### config.mk
export PLATFORM = sky130hd
export DESIGN_NAME = adler32_ctrl
export DESIGN_NICKNAME = d
export VERILOG_FILES = /design/src/rtl/adler32_ctrl.sv
export SDC_FILE = /design/constraint.sdc
export NUM_CORES = 1
export LEC_CHECK = 0
export ABC_AREA = 1
export ABC_CLOCK_PERIOD_IN_PS = 1300
export CORE_AREA = 3 3 40 42
export DETAILED_ROUTE_END_ITERATION = 10
export DIE_AREA = 0 0 43 45
export DONT_BUFFER_PORTS = 1
export HOLD_SLACK_MARGIN = 0.15
export RECOVER_POWER = 50
export SETUP_SLACK_MARGIN = 0.15
export SYNTH_ARGS = -nofsm -noshare
export SYNTH_HDL_FRONTEND = slang
export SYNTH_SLANG_ARGS = --single-unit
### constraint.sdc
create_clock -name clk -period 1.3 [get_ports clk]
set_input_delay 0.195 -clock clk [delete_from_list [all_inputs] [get_ports clk]]
set_output_delay 0.195 -clock clk [all_outputs]
set_load 0.01 [all_outputs]
### src/rtl/adler32_ctrl.sv
// ---------------------------------------------------------------------------
// adler32_ctrl
//
// Sequencing controller for the Adler-32 checksum datapath. It takes a
// message length over a valid/ready handshake, then lets that many bytes
// flow into the datapath at up to one byte per cycle. When the last byte
// has been folded in, it presents the datapath's checksum through a
// valid/ready handshake. The checksum value and the byte counter live in
// the datapath; this block only sequences them through strobes.
//
// Ports:
//   clk             single clock, rising-edge
//   rst_n           asynchronous, active-low reset
//   size[31:0]      message length in bytes, sampled on the size handshake
//   size_valid      host presents size
//   size_ready      controller accepts size (IDLE)
//   data_valid      host presents a byte (the byte goes directly to datapath)
//   data_ready      controller accepts a byte (DATA)
//   abort           synchronous abandon of the current message
//   last_data       from datapath: byte counter == 1
//   latch_size      datapath strobe: load byte counter from size
//   clr_data        datapath strobe: A <= 1, B <= 0
//   upd_data        datapath strobe: fold current byte into A/B
//   dec_cnt         datapath strobe: decrement byte counter
//   checksum_valid  datapath checksum is final (DONE)
//   checksum_ready  host consumes the checksum
//   busy            controller is not IDLE
// ---------------------------------------------------------------------------
module adler32_ctrl (
  input  logic        clk,
  input  logic        rst_n,
  input  logic [31:0] size,
  input  logic        size_valid,
  output logic        size_ready,
  input  logic        data_valid,
  output logic        data_ready,
  input  logic        abort,
  input  logic        last_data,
  output logic        latch_size,
  output logic        clr_data,
  output logic        upd_data,
  output logic        dec_cnt,
  output logic        checksum_valid,
  input  logic        checksum_ready,
  output logic        busy
);

  typedef enum logic [1:0] {
    IDLE = 2'd0,
    DATA = 2'd1,
    DONE = 2'd2
  } state_t;

  state_t state;
  state_t next_state;

  // State register; reset drops straight back to IDLE without waiting for
  // a clock edge so an interrupted message is abandoned immediately.
  always_ff @(posedge clk or negedge rst_n) begin
    if (!rst_n) begin
      state <= IDLE;
    end else begin
      state <= next_state;
    end
  end

  // Next-state and output decode. Ready/valid/busy depend on state only, so
  // there is no combinational path from the host's valid inputs to our
  // ready outputs. The datapath strobes are decoded in the handshake cycle
  // itself because the datapath registers them on the same clock edge.
  always_comb begin
    next_state     = state;
    size_ready     = (state == IDLE);
    data_ready     = (state == DATA);
    checksum_valid = (state == DONE);
    busy           = (state != IDLE);
    latch_size     = 1'b0;
    clr_data       = 1'b0;
    upd_data       = 1'b0;
    dec_cnt        = 1'b0;

    case (state)
      // abort is ignored here: nothing is in flight to abandon, and a
      // coincident size handshake goes ahead normally.
      IDLE: begin
        if (size_valid) begin
          latch_size = 1'b1;
          clr_data   = 1'b1;
          // A zero-length message is already complete: the cleared
          // datapath holds the Adler-32 of the empty string.
          if (size == 32'd0) begin
            next_state = DONE;
          end else begin
            next_state = DATA;
          end
        end
      end

      // abort wins over a byte handshake, including the last one, and
      // clears A/B so a stale partial sum is never visible.
      DATA: begin
        if (abort) begin
          clr_data   = 1'b1;
          next_state = IDLE;
        end else if (data_valid) begin
          upd_data = 1'b1;
          dec_cnt  = 1'b1;
          if (last_data) begin
            next_state = DONE;
          end
        end
      end

      // No strobes while waiting, so the checksum stays stable until the
      // host takes it. abort wins over checksum_ready.
      DONE: begin
        if (abort) begin
          clr_data   = 1'b1;
          next_state = IDLE;
        end else if (checksum_ready) begin
          next_state = IDLE;
        end
      end

      default: begin
        next_state = IDLE;
      end
    endcase
  end

endmodule

==> flow_summary.yaml <==
layout:
  final_area_um2: 581
  largest_register: "state"
  layout.nets: 121
  area_growth_pct: 61.7
  fin_cells: 91
  largest_reg_flops: 2
  final_common_cell: "nor2_1"
  diodes: 0
  drive_above_1_share_pct: 48.7
  most-common-layout-cells: "nor2_1, nand2_1, buf_4"
  reg_top3: "state x2"
  post-route-util_pct: 45.2
placement:
  dp.cells: 84
  place_area_um2: 449
  place_congestion: 0.721
  dp.final_hpwl_um: 814
  dp_slack_ns: -0.0255
  port_buffers: 0
worst_hold_path:
  hp-class: "input port to async pin"
global_routing:
  grt_usage_pct: 10.6
  grt_pass1_vias: 395
  antenna_found_initial: 0
  grt_first_pass_wirelength_um: 1500
  grt_max_degree: 4
  grt_remaining_overflow: 0
cts:
  clk_path_buf_depth: 2
  cts_root_buf: "clkbuf_4"
  clock_latency_ns: 0.22
  cts.sinks: 2
  clk_pin_slew_ns: 0.03
  cts_tree: "built"
  cts_htree_levels: 1
  cts_buffers: 3
timing:
  slew_headroom_pct: 89.8
  skew_ns: 0.000293
  hold_viol_final: 0
  worst_slew_pin_slew_ns: 0.153
  finalCriticalPeriod_ns: 1.31
  fin_ws_ns: -0.0111
  finalCritPeriodShare_pct: 101
  setup_viol: 1
  fmax_mhz: 763
  rsz0062_at_grt: "yes"
  slew_violations: 0
worst_setup_path:
  critPathTopFamily: "flip-flops"
  cp_cell_sequence: "inv_2, ha_4, nand2_4, a21oi_4"
  cp_slowest_cell: "dfrtp_1"
  path_class: "flop to output port"
  cp-end-kind: "output port"
  cp_max_fo: 3
  critPathBufInv: 1
  critPathArrivalTime_ns: 1.12
  start_kind: "flop"
  slowest_delay_ns: 0.34
  critPathRequiredTime_ns: 1.11
power_and_ir_drop:
  cellPowerDensity_nw_per_um2: 2020
  p_total_mw: 1.17
  ir_worst_vdd_uv: 602
  p_leak_nw: 0.270
outcome:
  violations: "negative setup slack"
  status: "complete, but fails checks"
drt:
  firstDrtPassIters: 2
  viasPerCell: 4.71
  via_count: 429
  drc: 0
  antenna_left: 0
  drt-total-wl_um: 957
  wl_per_cell_um: 10.5
  drt_iter0_markers: 1
yosys:
  ys_top_cells_by_area: "nor2_1, nand2_1, dfrtp_1, ha_1, nand3b_4"
  yosysSeqAreaShare_pct: 13.9
  synth_top_area_share_pct: 25.1
  yosys_warnings: 0
  syn_avg_cell_area_um2: 5.61
  yosysTopAreaCell: "nor2_1"
  syn_area_um2: 359
  syn_inst: 64
  yosysUniqueCellTypes: 14
  synthesis.nets: 107
  ys_ff_latch: 2
die:
  start_util_pct: 27.9
  io_pins: 47
  num_rows: 13
  die_area_um2: 1940
  die_w_um: 43
  die_h_um: 45
  coreArea_um2: 1280
flow_run:
  max-cap-violations: 0
==> routing by layer <==
metal | track usage, % | part of all wire (%) | vias to the layer above
met4 | 5.42 | 0 | 0
met2 | 20.4 | 54 | 37
li1 | - | - | 216
met5 | 0 | 0 | -
met1 | 9.38 | 30 | 176
met3 | 4.78 | 17 | 0
==> where the power goes <==
group	internal [mW]	switching [mW]	total [mW]
Combinational	0.463	0.460	0.924
Clock	0.101	0.0307	0.132
Sequential	0.0954	0.0198	0.115
==> logic make-up (layout without fill, tap and decap cells) <==
logic type | count (synthesis) | count (layout) | synth area share [%]
compound gates | 3 | 3 | 5.22
fa+ha+maj | 4 | 4 | 13.9
buf+inv | 7 | 19 | 8.36
flops | 2 | 2 | 13.9
simple gates | 48 | 48 | 58.5
==> per-stage QoR <==
step | hold slack, ns | TNS [ns]
after floorplan | -0.101 | 0
after global placement | -0.101 | 0
after detailed placement | -0.101 | -0.0374
after CTS | 0.215 | -0.0539
after global routing | 0.216 | -0.192
final | 0.214 | -0.0111
==> worst paths after layout <==
| path | to | start | depth (start not counted) | slack (ns) |
|---|---|---|---|---|
| setup / recovery | clr_data | state[1]$_DFFE_PN0P_ | 4 | -0.01 |
| hold / removal | state[1]$_DFFE_PN0P_ | rst_n | 1 | 0.21 |
| setup reg to reg | state[1]$_DFFE_PN0P_ | state[1]$_DFFE_PN0P_ | 8 | 0 |
| hold reg to reg | state[0]$_DFFE_PN0P_ | state[0]$_DFFE_PN0P_ | 3 | 0.60 |
| max in group asynchronous | state[0]$_DFFE_PN0P_ | rst_n | 1 | 0.95 |
| min in group clk | state[0]$_DFFE_PN0P_ | size[31] | 6 | 0.28 |
==> cells in the mapped netlist (all sizes together) <==
cell / number
nor2: 24
nand2: 21
inv: 6
ha: 4
dfrtp: 2
o21ai: 2
a21oi: 1
buf: 1
nand3: 1
nand3b: 1
or2: 1
==> layout make-up <==
type                    instances  area (um2)
clock buffers                   3        22.5
fillers                       137         704
inverters                       6        30.0
multi-input cells              55         369
flip-flops and latches          2        51.3
well taps                      15        18.8
repair buffers                 10        88.8
==> timing repair <==
action                                 4_1_cts  5_1_grt
pin swaps                                    5        5
setup endpoints to repair                   10       10
resized for setup                           20        3
hold buffers                                 1        0
endpoints found under the hold margin        2        0
buffers inserted                             2        1
gates cloned                                 0        0
Note: power is estimated with default switching activity, not from simulation.
